`config.mk`:
```
export PLATFORM = sky130hd
export DESIGN_NAME = fir_multichannel_mac
export DESIGN_NICKNAME = d
export VERILOG_FILES = /design/src/rtl/fir_mc_pkg.sv /design/src/rtl/fir_mc_delay_line.sv /design/src/rtl/fir_multichannel_mac.sv
export SDC_FILE = /design/constraint.sdc
export NUM_CORES = 1
export LEC_CHECK = 0
export CAP_MARGIN = 20
export CORE_MARGIN = 5
export CORE_UTILIZATION = 65
export DETAILED_ROUTE_END_ITERATION = 16
export DONT_BUFFER_PORTS = 1
export GPL_TIMING_DRIVEN = 0
export PLACE_DENSITY = 0.86
export SKIP_LAST_GASP = 1
export SLEW_MARGIN = 25
export SYNTH_ARGS = -nofsm -noshare
export SYNTH_HDL_FRONTEND = slang
export SYNTH_HIERARCHICAL = 1
export SYNTH_SLANG_ARGS = --single-unit
```
`constraint.sdc`:
```
create_clock -name clk_clk -period 15.3 [get_ports clk_clk]
set_input_delay 1.53 -clock clk_clk [delete_from_list [all_inputs] [get_ports clk_clk]]
set_output_delay 1.53 -clock clk_clk [all_outputs]
set_load 0.01 [all_outputs]
```
`src/rtl/fir_mc_pkg.sv`:
```
// Shared types and helpers for the multi-channel FIR MAC.
// Coefficient loading is enabled by defining FIR_COEF_LOAD_EN.
package fir_mc_pkg;

  typedef enum logic [1:0] {
    IDLE = 2'd0,
    MAC  = 2'd1,
    OUT  = 2'd2
  } state_t;

  // Accumulator must hold TAPS full-precision products without overflow.
  function automatic int acc_width(input int data_w, input int coef_w, input int taps);
    return data_w + coef_w + $clog2(taps);
  endfunction

  // Flat unity taps; with OUT_SHIFT = log2(TAPS) the filter is a moving average.
  function automatic logic signed [63:0] default_coef();
    return 64'sd1;
  endfunction

  function automatic logic signed [63:0] saturate(input logic signed [63:0] value,
                                                  input int width);
    logic signed [63:0] hi;
    logic signed [63:0] lo;
    hi = (64'sd1 <<< (width - 1)) - 64'sd1;
    lo = -(64'sd1 <<< (width - 1));
    if (value > hi) return hi;
    if (value < lo) return lo;
    return value;
  endfunction

endpackage

```
`src/rtl/fir_mc_delay_line.sv`:
```
// Per-channel circular sample history sharing one write pointer.
// Read port addresses by tap index, where tap 0 is the newest sample.
module fir_mc_delay_line #(
  parameter int CHANNELS = 3,
  parameter int TAPS     = 8,
  parameter int DATA_W   = 16
) (
  input  logic                                         clk,
  input  logic                                         srst,
  input  logic                                         wr_en,
  input  logic [CHANNELS*DATA_W-1:0]                   wr_data,
  input  logic [((CHANNELS > 1) ? $clog2(CHANNELS) : 1)-1:0] rd_ch,
  input  logic [$clog2(TAPS)-1:0]                      rd_tap,
  output logic [DATA_W-1:0]                            rd_data
);

  localparam int PTR_W = $clog2(TAPS);
  localparam logic [PTR_W-1:0] LAST_PTR = PTR_W'(TAPS - 1);
  localparam logic [PTR_W:0]   TAPS_EXT = (PTR_W + 1)'(TAPS);

  logic [PTR_W-1:0]  ptr_reg;
  logic [PTR_W:0]    idx_sum;
  logic [PTR_W-1:0]  rd_idx;
  logic [DATA_W-1:0] ch_rd [CHANNELS];

  always_ff @(posedge clk) begin
    if (srst) begin
      ptr_reg <= '0;
    end else if (wr_en) begin
      ptr_reg <= (ptr_reg == LAST_PTR) ? '0 : ptr_reg + 1'b1;
    end
  end

  // Newest entry sits just behind the pointer; one conditional subtract wraps non-power-of-two depths.
  always_comb begin
    idx_sum = {1'b0, ptr_reg} + (TAPS_EXT - 1'b1) - {1'b0, rd_tap};
    if (idx_sum >= TAPS_EXT) idx_sum = idx_sum - TAPS_EXT;
    rd_idx = idx_sum[PTR_W-1:0];
  end

  generate
    for (genvar gi = 0; gi < CHANNELS; gi++) begin : g_line
      logic [DATA_W-1:0] line_reg [TAPS];

      always_ff @(posedge clk) begin
        if (srst) begin
          for (int k = 0; k < TAPS; k++) line_reg[k] <= '0;
        end else if (wr_en) begin
          line_reg[ptr_reg] <= wr_data[gi*DATA_W +: DATA_W];
        end
      end

      assign ch_rd[gi] = line_reg[rd_idx];
    end
  endgenerate

  assign rd_data = ch_rd[rd_ch];

endmodule

```
`src/rtl/fir_multichannel_mac.sv`:
```
// Time-multiplexed multi-channel FIR: one shared MAC walks channel-major over all taps.
// Define FIR_COEF_LOAD_EN to add the runtime coefficient write port.
module fir_multichannel_mac
  import fir_mc_pkg::*;
#(
  parameter int CHANNELS  = 3,
  parameter int TAPS      = 8,
  parameter int DATA_W    = 16,
  parameter int COEF_W    = 16,
  parameter int OUT_SHIFT = 3
) (
  input  logic                       clk_clk,
  input  logic                       reset_reset,
  input  logic                       in_valid,
  output logic                       in_ready,
  input  logic [CHANNELS*DATA_W-1:0] in_data,
  output logic                       out_valid,
  input  logic                       out_ready,
  output logic [CHANNELS*DATA_W-1:0] out_data,
  output logic [15:0]                drop_cnt
`ifdef FIR_COEF_LOAD_EN
  ,
  input  logic                       coef_wr,
  input  logic [$clog2(TAPS)-1:0]    coef_addr,
  input  logic [COEF_W-1:0]          coef_data
`endif
);

  localparam int ACC_W = acc_width(DATA_W, COEF_W, TAPS);
  localparam int TAP_W = $clog2(TAPS);
  localparam int CH_W  = (CHANNELS > 1) ? $clog2(CHANNELS) : 1;
  localparam logic [TAP_W-1:0] LAST_TAP = TAP_W'(TAPS - 1);
  localparam logic [CH_W-1:0]  LAST_CH  = CH_W'(CHANNELS - 1);

  state_t state_reg;
  state_t state_next;

  logic [TAP_W-1:0]                tap_reg;
  logic [CH_W-1:0]                 ch_reg;
  logic signed [ACC_W-1:0]         acc_reg;
  logic [CHANNELS*DATA_W-1:0]      out_data_reg;
  logic [15:0]                     drop_cnt_reg;
  logic signed [COEF_W-1:0]        coef [TAPS];

  logic                            accept;
  logic                            last_tap;
  logic                            last_product;
  logic [DATA_W-1:0]               rd_sample;
  logic signed [DATA_W+COEF_W-1:0] product;
  logic signed [ACC_W-1:0]         acc_sum;
  logic signed [ACC_W-1:0]         acc_shifted;
  logic [DATA_W-1:0]               result;

  assign accept       = in_valid && (state_reg == IDLE);
  assign last_tap     = (tap_reg == LAST_TAP);
  assign last_product = (state_reg == MAC) && last_tap && (ch_reg == LAST_CH);

  fir_mc_delay_line #(
    .CHANNELS (CHANNELS),
    .TAPS     (TAPS),
    .DATA_W   (DATA_W)
  ) u_delay_line (
    .clk     (clk_clk),
    .srst    (reset_reset),
    .wr_en   (accept),
    .wr_data (in_data),
    .rd_ch   (ch_reg),
    .rd_tap  (tap_reg),
    .rd_data (rd_sample)
  );

`ifdef FIR_COEF_LOAD_EN
  // Writes only land while idle so a filter pass always sees one coefficient set.
  always_ff @(posedge clk_clk) begin
    if (reset_reset) begin
      for (int k = 0; k < TAPS; k++) coef[k] <= COEF_W'(default_coef());
    end else if (coef_wr && (state_reg == IDLE) && (32'(coef_addr) < TAPS)) begin
      coef[coef_addr] <= coef_data;
    end
  end
`else
  generate
    for (genvar gi = 0; gi < TAPS; gi++) begin : g_coef
      assign coef[gi] = COEF_W'(default_coef());
    end
  endgenerate
`endif

  assign product     = $signed(rd_sample) * coef[tap_reg];
  assign acc_sum     = acc_reg + ACC_W'(product);
  assign acc_shifted = acc_sum >>> OUT_SHIFT;
  assign result      = DATA_W'(saturate(64'(acc_shifted), DATA_W));

  always_ff @(posedge clk_clk) begin
    if (reset_reset) state_reg <= IDLE;
    else             state_reg <= state_next;
  end

  always_comb begin
    state_next = state_reg;
    case (state_reg)
      IDLE:    if (in_valid) state_next = MAC;
      MAC:     if (last_product) state_next = OUT;
      OUT:     if (out_ready) state_next = IDLE;
      default: state_next = IDLE;
    endcase
  end

  always_comb begin
    in_ready  = (state_reg == IDLE);
    out_valid = (state_reg == OUT);
  end

  always_ff @(posedge clk_clk) begin
    if (reset_reset) begin
      tap_reg      <= '0;
      ch_reg       <= '0;
      acc_reg      <= '0;
      out_data_reg <= '0;
      drop_cnt_reg <= '0;
    end else begin
      if (accept) begin
        tap_reg <= '0;
        ch_reg  <= '0;
        acc_reg <= '0;
      end else if (state_reg == MAC) begin
        if (last_tap) begin
          tap_reg <= '0;
          ch_reg  <= ch_reg + 1'b1;
          acc_reg <= '0;
          out_data_reg[ch_reg*DATA_W +: DATA_W] <= result;
        end else begin
          tap_reg <= tap_reg + 1'b1;
          acc_reg <= acc_sum;
        end
      end
      if (in_valid && (state_reg != IDLE) && (drop_cnt_reg != 16'hFFFF)) begin
        drop_cnt_reg <= drop_cnt_reg + 16'd1;
      end
    end
  end

  assign out_data = out_data_reg;
  assign drop_cnt = drop_cnt_reg;

endmodule
```
# Word-level counts from Yosys, hierarchy flattened
# Memory sizes are Yosys's and may differ from the RTL's.
# Index checks and enable logic that the tools add are counted.
op_classes:
  n_mul: 1
  bitwise: 3
  n_reduce_logical: 14
  n_shift: 2
  eq_ne: 9
  mux: 35
  addsub: 9
  n_lt_le_gt_ge: 5
ops:
  columns: ["op", "count"]
  rows:
  - ["2-to-1 mux 16 bit", 11]
  - ["bitwise mux 48 bit", 1]
  - ["OR reduction 16 bit", 3]
  - ["variable shift 16 x 34 -> 48 bit, first input constant", 1]
  - ["variable part select 16 x 34 -> 48 bit", 1]
  - ["adder 35 x 32 -> 35 bit", 1]
  - ["2-to-1 mux 35 bit", 1]
  - ["negator 6 -> 34 bit", 1]
  - ["binary-select mux 16 bit (select 2 bit)", 1]
  - ["> comparator 32 x 16 -> 1 bit, second input constant", 1]
  - ["less-than comparator 32 x 16 -> 1 bit, second input constant", 1]
  - ["multiplier 16 x 16 -> 32 bit", 1]
  - ["2-to-1 mux 3 bit", 6]
  - ["adder 16 x 1 -> 16 bit, second input constant", 1]
  - ["inequality test 16 bit, second input constant", 1]
  - ["2-to-1 mux 1 bit", 11]
  - ["greater-or-equal comparator 4 bit, second input constant", 2]
  - ["adder 3 x 1 -> 3 bit, second input constant", 2]
  - ["equality test 3 bit, second input constant", 2]
  - ["2-to-1 mux 2 bit", 3]
  - ["case mux 2 bit (3 select lines)", 1]
  - ["AND reduction 3 bit", 2]
  - ["logical AND 1 bit", 5]
  - ["adder 3 x 3 -> 4 bit, second input constant", 1]
  - ["other kinds (15)", 17]
totals:
  out_inout_bits: 66
  memories: 4
  inputBits: 52
  register_bits: 109
  rom_bits: 128
  elab_cells: 89
  ramBits: 384
mem_list:
  columns: ["name", "words", "width", "read_ports", "rd_ports_with_merged_regs", "write_ports", "line_no", "text"]
  rows:
  - ["(no name shown)", 8, 16, 1, 0, 0, "fir_multichannel_mac.sv:89", "assign product = $signed(rd_sample) * coef[tap_reg];"]
  - ["u_delay_line.g_line[0].line_reg", 8, 16, 1, 0, 8, "fir_mc_delay_line.sv:43", "logic [DATA_W-1:0] line_reg [TAPS];"]
  - ["u_delay_line.g_line[1].line_reg", 8, 16, 1, 0, 8, "fir_mc_delay_line.sv:43", null]
  - ["u_delay_line.g_line[2].line_reg", 8, 16, 1, 0, 8, "fir_mc_delay_line.sv:43", null]

# Depth between registers and ports, before layout
# Gate-level depths: netlist of run 1.
# An unclocked memory read counts as a cell.
logic_depth:
  ltp_word: 17
  mapped_depth: 27
  mapped_depth_nobuf: 23

# Modules after synthesis
# The synthesis of run 1 kept the hierarchy.
modules_own_cells:
  columns: ["mod", "seq_area_each_um2", "n_inst", "area_each_um2", "cells_per_inst"]
  rows:
  - ["fir_mc_delay_line", 11591.1, 1, 17515.5, 1147]
  - ["fir_multichannel_mac", 2122.0, 1, 7209.4, 835]

# Worst setup path before layout of run 1
# Ideal clock, no wire load.
synth_path:
  path_type: "flip-flop to flip-flop"
  from: "register tap_reg[0]"
  to: "register out_data_reg[11], in the netlist out_data[11]"
  path_buffers: 3
  path_stages_with_launch: 25
  synth_period_minus_slack_ns: 6.394
  t_required_ns: 15.182
  t_arrival_ns: 6.276
  slack_ns: 8.906
  path_cell_list: "dfxtp_1 inv_1 ha_1 fa_1 buf_2 clkbuf_1 mux4_2 nand2_1 a21oi_1 or3_1 ha_1 ha_1 ha_1 ha_1 a21oi_1 o21ai_1 a21o_1 a221o_1 or3_1 a211o_1 nor4_2 a31oi_2 buf_6 nor2_4 o21ai_1"
synth_via:
  elab_chain_len: 16
  elab_cells_between_ends: 28
  classes_between: "3 x add/sub; 1 x mul; 3 x order compare; 1 x eq/ne; 1 x shift; 13 x mux; 1 x bitwise; 1 x reduce/logical; 4 x memory"
synth_lines:
  columns: ["item", "line_no", "text"]
  rows:
  - ["start: declaration", "fir_multichannel_mac.sv:38", "logic [TAP_W-1:0] tap_reg;"]
  - ["start signal: assignment", "fir_multichannel_mac.sv:133", "tap_reg <= tap_reg + 1'b1;"]
  - ["subtractor 4 x 3 -> 4 bit (*)", "fir_mc_delay_line.sv:36", "idx_sum = {1'b0, ptr_reg} + (TAPS_EXT - 1'b1) - {1'b0, rd_tap};"]
  - ["greater-or-equal comparator 4 bit / subtractor 3 x 1 -> 3 bit (equally long branches)", "fir_mc_delay_line.sv:37", "if (idx_sum >= TAPS_EXT) idx_sum = idx_sum - TAPS_EXT;"]
  - ["2-to-1 mux 3 bit (*)", "fir_mc_delay_line.sv:37", null]
  - ["memory read (8 x 16 bit)", null, null]
  - ["binary-select mux 16 bit (select 2 bit) (*)", "fir_mc_delay_line.sv:57", "assign rd_data = ch_rd[rd_ch];"]
  - ["2-to-1 mux 16 bit (not written as such) (*) (2 in series)", "fir_mc_delay_line.sv:57", null]
  - ["net rd_sample[15]", "fir_multichannel_mac.sv:48", "logic [DATA_W-1:0] rd_sample;"]
  - ["multiplier 16 x 16 -> 32 bit (*)", "fir_multichannel_mac.sv:89", null]
  - ["adder 35 x 32 -> 35 bit (*)", "fir_multichannel_mac.sv:90", "assign acc_sum = acc_reg + ACC_W'(product);"]
  - ["less-than comparator 32 x 16 -> 1 bit", "fir_mc_pkg.sv:28", "if (value < lo) return lo;"]
  - ["2-to-1 mux 1 bit (2 in series)", "fir_mc_pkg.sv:28", null]
  - ["2-to-1 mux 16 bit", "fir_mc_pkg.sv:29", "return value;"]
  - ["2-to-1 mux 16 bit (*)", "fir_mc_pkg.sv:28", null]
  - ["variable part select 16 x 34 -> 48 bit (*)", "fir_multichannel_mac.sv:131", "out_data_reg[ch_reg*DATA_W +: DATA_W] <= result;"]
  - ["bitwise mux 48 bit (*)", "fir_multichannel_mac.sv:131", null]
  - ["end signal: indexed assignment", "fir_multichannel_mac.sv:131", null]
  - ["end: declaration", "fir_multichannel_mac.sv:41", "logic [CHANNELS*DATA_W-1:0] out_data_reg;"]
# The timed path passes the listed nets; every way through them passes the cells marked *. The select of a mux whose other input is x is not followed.
# A chain may end at the register's enable or synchronous reset.

# Worst setup path after layout of run 1
layout_path:
  from: "register u_delay_line.ptr_reg[0]"
  to: "register out_data_reg[19], in the netlist out_data[19]"
layout_via:
  elab_chain_len: 17
  elab_cells_between_ends: 23
  classes_between: "4 x add/sub; 1 x mul; 3 x order compare; 1 x shift; 11 x mux; 3 x memory"
layout_lines:
  columns: ["item", "line_no", "text"]
  rows:
  - ["start: declaration", "fir_mc_delay_line.sv:21", "logic [PTR_W-1:0] ptr_reg;"]
  - ["start signal: assignment", "fir_mc_delay_line.sv:30", "ptr_reg <= (ptr_reg == LAST_PTR) ? '0 : ptr_reg + 1'b1;"]
  - ["adder 3 x 3 -> 4 bit (*)", "fir_mc_delay_line.sv:36", null]
  - ["subtractor 4 x 3 -> 4 bit (*)", "fir_mc_delay_line.sv:36", null]
  - ["greater-or-equal comparator 4 bit / subtractor 3 x 1 -> 3 bit (equally long branches)", "fir_mc_delay_line.sv:37", null]
  - ["2-to-1 mux 3 bit (*)", "fir_mc_delay_line.sv:37", null]
  - ["memory read (8 x 16 bit)", null, null]
  - ["binary-select mux 16 bit (select 2 bit) (*)", "fir_mc_delay_line.sv:57", null]
  - ["2-to-1 mux 16 bit (not written as such) (*) (2 in series)", "fir_mc_delay_line.sv:57", null]
  - ["net rd_sample[3]", "fir_multichannel_mac.sv:48", null]
  - ["multiplier 16 x 16 -> 32 bit (*)", "fir_multichannel_mac.sv:89", null]
  - ["adder 35 x 32 -> 35 bit (*)", "fir_multichannel_mac.sv:90", null]
  - ["less-than comparator 32 x 16 -> 1 bit", "fir_mc_pkg.sv:28", null]
  - ["2-to-1 mux 1 bit (2 in series)", "fir_mc_pkg.sv:28", null]
  - ["2-to-1 mux 16 bit", "fir_mc_pkg.sv:29", null]
  - ["2-to-1 mux 16 bit (*)", "fir_mc_pkg.sv:28", null]
  - ["variable part select 16 x 34 -> 48 bit (*)", "fir_multichannel_mac.sv:131", null]
  - ["bitwise mux 48 bit (*)", "fir_multichannel_mac.sv:131", null]
# Marks and branches as above.

==> results of run 1 <==
==> power by group through the flow <==
stage | logic, W | registers [W] | clock network [W]
floorplan | 0.000419 | 0.00153 | 0
CTS | 0.000576 | 0.00151 | 0.00122
global route | 0.000632 | 0.00151 | 0.00128
global placement | 0.000555 | 0.00153 | 0
detailed placement | 0.000567 | 0.00154 | 0
finish | 0.000580 | 0.00151 | 0.00121
==> routing by layer <==
metal	global-route usage, %	wire [um]
met5	0	0
met1	36.91	22460
met2	50.89	30530
met4	12.27	2910
met3	6.380	5851
==> metrics by stage <==
stage / utilization, % / worst slack, ns
2_1_floorplan: - / 8.906
3_3_place_gp: 67.50 / 7.475
3_5_place_dp: 67.62 / 7.411
4_1_cts: 71.96 / 7.372
5_1_grt: 71.96 / 6.971
6_report: 71.96 / 7.269
==> layout make-up <==
class	instances	area share, %
Buffer	112	1.906
Inverter	17	0.2360
Clock inverter	33	1.184
Tap cell	511	2.364
Timing Repair Buffer	1	0.07403
Clock buffer	58	4.849
Multi-Input combinational cell	1360	38.68
Sequential cell	493	50.71
==> worst min path at each step <==
stage / startpoint / end / cells after the start
3_3_place_gp: acc_reg[0] / acc_reg[0] / 2
4_1_cts: out_data[44] / out_data[44] / 2
5_1_grt: out_data[11] / out_data[11] / 2
3_5_place_dp: acc_reg[33] / acc_reg[33] / 2
2_1_floorplan: acc_reg[33] / acc_reg[33] / 2
6_report: acc_reg[33] / acc_reg[33] / 2
==> kinds of logic (layout without fill, tap and decap cells) <==
group | after synthesis | count (layout)
AOI/OAI and AO/OA | 268 | 268
xor gates and xnor gates | 36 | 36
adders and majority gates | 142 | 142
buffers and inverters | 129 | 221
DFF | 493 | 493
muxes | 99 | 99
and+or+nand+nor | 815 | 815
==> cell usage in the layout, fill, tap and decap left out, types with 27 or more instances in the layout <==
cell type,netlist,layout
o21ai_0,37,37
edfxtp_1,384,384
dfxtp_1,109,109
and2_1,389,389
clkbuf_16,0,50
o21ai_1,32,32
a21oi_1,97,97
a22oi_1,31,31
nor2_1,99,99
ha_1,140,140
clkbuf_1,79,84
nand2_1,191,191
mux4_2,96,96
or3_1,27,27
==> critical path, delay by kind of cell (launching register included) <==
family                   cells  cell delay (ns)
AND/OR/NAND/NOR              6             1.52
buffers and inverters        5             1.40
multiplexers                 1             0.43
flip-flops                   1             0.42
adder cells (fa/ha/maj)      7             2.24
AO/OA/AOI/OAI                7             1.92
==> summary by stage, run 1 <==
Logic synthesis
Summing the areas of all compound-gate instances in the mapped netlist gives 6.700% of the synthesized area. The most common cell in the netlist is and2_1. Synthesis handed over a netlist of 1,982 instances. In this run the biggest area consumer among cell types represents 46.64% of the synthesized area. The flip-flop cell with the highest count after synthesis is edfxtp_1. Summing the areas of all and, or, nand and nor instances in the mapped netlist gives 17.99% of the synthesized area. The commonest cells after synthesis are and2_1, edfxtp_1, nand2_1.

Sorting the synthesized cells by area gives the leading types as edfxtp_1, and2_1, dfxtp_1, mux4_2, ha_1. The leading area contributor after synthesis is edfxtp_1. The number of synthesized flops with an enable pin is 384. Sequential cells were found to cover 55.46% of the synthesized design area. Of the total synthesized cell area, the portion taken by full adders, half adders and majority gates is 7.247%. Of the post-synthesis cell area, the part taken by muxes is 8.866%.

The number of warnings printed during yosys synthesis is 6. The average cell area after synthesis is 12.47 um2. Counting flops with an async set or reset pin after synthesis yields a share of 0%.

The area share of xor/xnor cells in the synthesized design is 1.392%. After synthesis, the largest family of logic cells by area is simple AND/OR/NAND/NOR gates. Summing every instance area after synthesis gives 24,720 um2. The synthesized design contains 493 register bits. The number of nets produced by synthesis is 2,176. Counting distinct cell types in the post-synthesis netlist gives 73.

Cells and area
The multi-input combinational cells in the finished layout cover a total of 10,460 um2. The number of nets in the finished design is 2,228. The count of non-filler cells in the finished layout is 2,585.

The filler cell count in the final layout is 2,465. The post-route standard cell area excluding fillers is 27,040 um2. Summing all flip-flop and latch instances after layout gives 13,710 um2. The register with the most flip-flops in the layout has 384 of them.

The count of inserted antenna diode cells is 0. The fraction of final layout cells with drive strength greater than 1 is 11.67%. The post-synthesis to final-layout area growth is 9.372%.

Clocking
The H-tree was split into 2 levels. The clock transition at the registers of the reported paths is 0.06 ns. Once the clock tree was built, the setup fixing pass inserted 0 buffers. TritonCTS built the clock tree.

The CTS sink count is 493. The post-CTS resize count is 0. The tree is rooted in a clkbuf_16. The clock latency on the worst-skew pair is 0.60 ns. The clock tree buffer depth is 3. The post-cts hold buffer count is 0. The TritonCTS buffer count is 49.

Power and ir drop
The worst-case IR drop observed on VDD is 0.1065 mV. For this design the ratio of total power to cell area is 121.9 nW/um2. Per report_power, the combinational group accounts for 17.6% of the total. Registers are responsible for 45.8% of the overall power. The clock network accounts for 36.6% of the total power. Cell internal power was estimated by the tool at 0.002413 W. The reported net switching power is 0.0008844 W. The switching part of the total is 26.82%. The post-layout total power is 0.003297 W. The static leakage is 10.51 nW.

Placement
The final HPWL from detailed placement is 42.03 mm. The post-place instance area is 25,410 um2. The count of buffers added on input and output ports is 0. The post-placement cell count is 2,494. The routability-driven placement congestion ratio is 0.9228.

Floorplan
The number of rows created at floorplan is 71. The initial utilization of the core area, before any placement, comes to 65.80%. In this run the standard cell core region covers 37,580 um2. The overall die area is 42,040 um2. In this run the horizontal extent of the chip is 205.0 um. The die is 205.0 um tall. During I/O placement, the number of pins put on the boundary was 118.

Global route
The number of antenna violations at the first check in global routing is 0. The first-pass GRT wire length is 95.82 mm. The number of global-route vias before repair is 17,054. The largest net degree at the start of global routing is 49.

For this run the aggregate overflow at the end of global routing stands at 0. Across every metal layer, demand over resource in global routing totals 29.70%.

Setup path
The critical register-to-register path startpoint is u_delay_line/ptr_reg[0]. The critical path is of the reg2reg type. The critical path data required time is 15.80 ns. In this design, the stage delay of the slowest critical-path cell is 0.57 ns. The slowest stage cell on the critical path is clkbuf_1. The critical-path maximum fanout is 10. The kind of start point of the critical path is a flop. The start point of the critical path is u_delay_line/ptr_reg[0]. The number of cells on the worst reg-to-reg path is 26. Across all register-to-register paths, the minimum setup slack is 7.27 ns. The worst setup path is captured at a flop. In this design, the critical path's most frequently occurring cell is ha_1.

The worst register-to-register path ends at out_data[19]. The worst setup path endpoint is out_data[19]. The arrival time reported for the critical path endpoint is 8.54 ns.

STA
In this run the tightest slew margin relative to its limit is 35.80%. The share of the clock period used by the worst path after layout is 52.49%. Hold timing on the final database bottoms out at a slack of 0.4943 ns.

The final-report max-slew violation count is 0. The slew of the pin with the lowest slew margin is 0.9630 ns. The number of hold violations in the final report is 0. The total negative slack for setup checks is 0 ns. The number of failing setup endpoints in the final timing report is 0. After layout, the minimum clock period comes to 8.031 ns.

The worst clock skew is 0.02440 ns. Setup repair after global routing left no endpoint under its margin. The maximum clock frequency is 124.5 MHz.

Detailed routing
Using the TritonRoute via totals, the vias-per-cell ratio works out to 6.352. For this block, the initial DRC count from the detailed router was 1,693. The via total after detailed routing is 16,421.

The average detailed-routed wire length per instance is 23.89 um. Before antenna repair, the detailed router went through 6 iterations. After detailed routing, the number of remaining DRC violations is 0. The detail route stage leaves a number of antenna-violating nets equal to 0.

The aggregate routed wire length is 61.75 mm.

Outcome
The run finished with clean final reports.

Worst hold path
The path category of the worst min-delay check is reg2reg.

Job
Across the run, the number of max-cap violations was 0.
(Power assumes the default switching activity.)
==> run 2, diff against run 1 <==
--- a/config.mk
+++ b/config.mk
@@ -7,11 +7,11 @@
 export LEC_CHECK = 0
 export CAP_MARGIN = 20
 export CORE_MARGIN = 5
-export CORE_UTILIZATION = 65
+export CORE_UTILIZATION = 58
 export DETAILED_ROUTE_END_ITERATION = 16
 export DONT_BUFFER_PORTS = 1
 export GPL_TIMING_DRIVEN = 0
-export PLACE_DENSITY = 0.86
+export PLACE_DENSITY = 0.81
 export SKIP_LAST_GASP = 1
 export SLEW_MARGIN = 25
 export SYNTH_ARGS = -nofsm -noshare
==> constraint.sdc (replaced) <==
create_clock -name clk_clk -period 6.7 [get_ports clk_clk]
set_input_delay 0.67 -clock clk_clk [delete_from_list [all_inputs] [get_ports clk_clk]]
set_output_delay 0.67 -clock clk_clk [all_outputs]
set_load 0.01 [all_outputs]
==> summary by stage, run 2 (synthesis gave the netlist of run 1 again) <==
Global route
The first global-routing pass estimated 96.96 mm of wire. The total grt overflow is 0. The number of antenna violations at the first check in global routing is 1.

Entering global routing, the biggest net connects 49 pins. The number of global-route vias before repair is 16,845. In the global route stage, overall resource usage came out at 26.90%.

Floorplan
The floorplan step set the die width to 216.5 um. The core area is 42,040 um2. The number of placed I/O pins is 118. For this configuration, the core starts out at a cell density of 58.81%.

The floorplan has 75 rows. The floorplan step set the die height to 216.5 um. The die covers 46,860 um2.

Clocking
The root buffer selected by CTS is clkbuf_16. The clock tree buffer depth is 3. The clock latency on the worst-skew pair is 0.62 ns. The clock tree synthesis step divided the H-tree into 2 levels. The tree built by TritonCTS fans out to 493 sinks. After clock tree synthesis, the clock-pin slew on the worst setup and hold paths is 0.06 ns. The clock tree from TritonCTS is built.

The TritonCTS buffer count is 51.

Setup path
The critical register-to-register path startpoint is tap_reg[0]. STA puts the critical path data arrival time at 7.08 ns. Counting stages on the worst path, the most repeated cell is ha_1.

The critical path data required time is 7.17 ns. In this run the worst path has a maximum fanout of 10. The kind of start point of the critical path is a flop. The critical path's largest stage delay is 0.56 ns. Among all stages on the critical path, the largest delay is contributed by fa_1. The critical register-to-register path endpoint is out_data[11]. The worst-case reg-to-reg path depth is 27. The endpoint kind of the worst setup timing path is a flop. The kind of critical path is reg2reg. The slack of the worst reg-to-reg path is 0.09 ns.

Detailed routing
After the first detailed-routing iteration, the DRC count stood at 1,881. Before antenna repair, the detailed router went through 6 iterations. The detail route stage leaves a number of antenna-violating nets equal to 0.

The average detailed-routed wire length per instance is 24.25 um. The aggregate routed wire length is 64.06 mm. Across all layers, the routed design uses 16,515 vias. Dividing the detail-routed via count by the number of cells gives 6.253. The remaining routing DRC violations is 0.

STA
The share of the clock period used by the worst path after layout is 98.66%. The worst hold slack is 0.2358 ns. The number of failing setup endpoints in the final timing report is 0. The final-report max-slew violation count is 0. For the final routed database, the setup TNS stands at 0 ns. The maximum clock frequency is 151.3 MHz. The number of hold violations in the final report is 0. Across the routed clock network, the largest skew measured is 0.03985 ns. For the pin with the worst max-slew slack, the measured transition is 1.196 ns. The worst setup margin is 0.08984 ns. Subtracting the final worst setup slack from the clock period gives 6.610 ns. Measured against its own limit, the worst slew margin works out to 19.56%.

Cells and area
The filler cell count in the final layout is 2,964. At the end of the flow, the number of nets in the layout was 2,256. The post-synthesis to final-layout area growth is 13.51%. The most common library cell in the layout ignoring fill and taps is and2_1. The count of inserted antenna diode cells is 0.

The library cells used most frequently in the layout, excluding fill and tap cells, are and2_1, edfxtp_1, nand2_1. The fraction of final layout cells with drive strength greater than 1 is 18.08%. The count of non-filler cells in the finished layout is 2,641. The register with the most flip-flops in the layout has 384 of them.

Power and ir drop
The peak supply drop is 0.2230 mV. The design draws 0.007691 W. The power density over cell area is 274.0 nW/um2.

The static leakage is 10.74 nW.

Worst hold path
The launch instance of the worst min-delay path is in_valid. The path class of the tightest hold or removal check is in2reg. The path with the worst hold slack has its endpoint at state_reg[0]. The worst hold path passes through 2 cells.

Placement
In this run the tool buffered the top-level ports with 0 buffer cells. The placement-stage worst setup slack is -1.271 ns. The final HPWL from detailed placement is 42.56 mm. Including well taps, the total number of placed cells is 2,521. The routability-driven placement congestion ratio is 0.8885.

Job
The tool flagged a number of max-cap violations equal to 0.

Outcome
The flow ran to the end, and the final reports show no timing, DRC or antenna violations.
==> run 2: changes by cell type in the layout (fill, tap and decap cells not counted), moves of 6 or more <==
cell     previous run  this run
nand2_2             0         8
or3_1              27        15
or3_4               0        14
nand2_1           191       183
ha_2                0         6
buf_4               1        23
a21oi_2             2        17
a21oi_1            97        76
a21oi_4             0         6
o21ai_0            37        25
ha_4                0        14
o21ai_1            32        39
ha_1              140       120
buf_6               9        15
==> run 2: where the power goes <==
| group | internal [W] | switching (W) |
|---|---|---|
| Combinational | 0.000648 | 0.000920 |
| Sequential | 0.00341 | 0.0000412 |
| Clock | 0.00150 | 0.00118 |
| Total | 0.00555 | 0.00214 |
==> run 2: cell type report <==
type,count,area (um2),area share [%]
plain buffers,112,639.4,2.278
clock buffers,66,1374,4.895
clock inverters,27,219.0,0.7802
inverters,17,63.81,0.2274
multi-input cells,1362,11140,39.68
flip-flops and latches,493,13720,48.87
well taps,539,674.4,2.403
repair buffers,25,241.5,0.8605
==> run 2: critical path, delay by kind of cell (launching register included) <==
kind / cells / cell delay [ns]
flops: 1 / 0.33
buf+inv: 7 / 1.04
fa+ha+maj: 6 / 1.97
simple gates: 4 / 0.96
mux: 1 / 0.28
compound gates: 9 / 1.86
==> run 2: metal layers <==
metal  track usage [%]  share of wire, %
met3             7.173                11
met2             45.97                50
met5                 0                 0
met1             33.75                36
met4             8.650               3.0
==> run 2: worst max-delay path by stage <==
stage / slack, ns / cells after the start / to / startpoint
6_report: 0.09 / 27 / out_data[11] / tap_reg[0]
2_1_floorplan: 0.31 / 24 / out_data[11] / tap_reg[0]
3_5_place_dp: -1.27 / 27 / out_data[10] / tap_reg[0]
3_3_place_gp: -1.19 / 27 / out_data[6] / tap_reg[0]
4_1_cts: 0.0006 / 28 / out_data[12] / tap_reg[0]
5_1_grt: -0.08 / 26 / out_data[10] / tap_reg[0]
==> run 2: repair_timing <==
action	in CTS	in global routing
setup endpoints to repair	61	45
gates resized for setup	80	118
hold endpoints to repair	0	0
hold buffers	0	0
pin swaps	19	32
buffers inserted	8	14
gates cloned	3	2
==> run 2: stage by stage <==
| step | utilization, % | area (um2) |
|---|---|---|
| after floorplan | - | 24730 |
| after global placement | 60.42 | 25400 |
| after detailed placement | 60.48 | 25430 |
| after CTS | 65.21 | 27420 |
| after global routing | 66.76 | 28060 |
| final | 66.76 | 28060 |
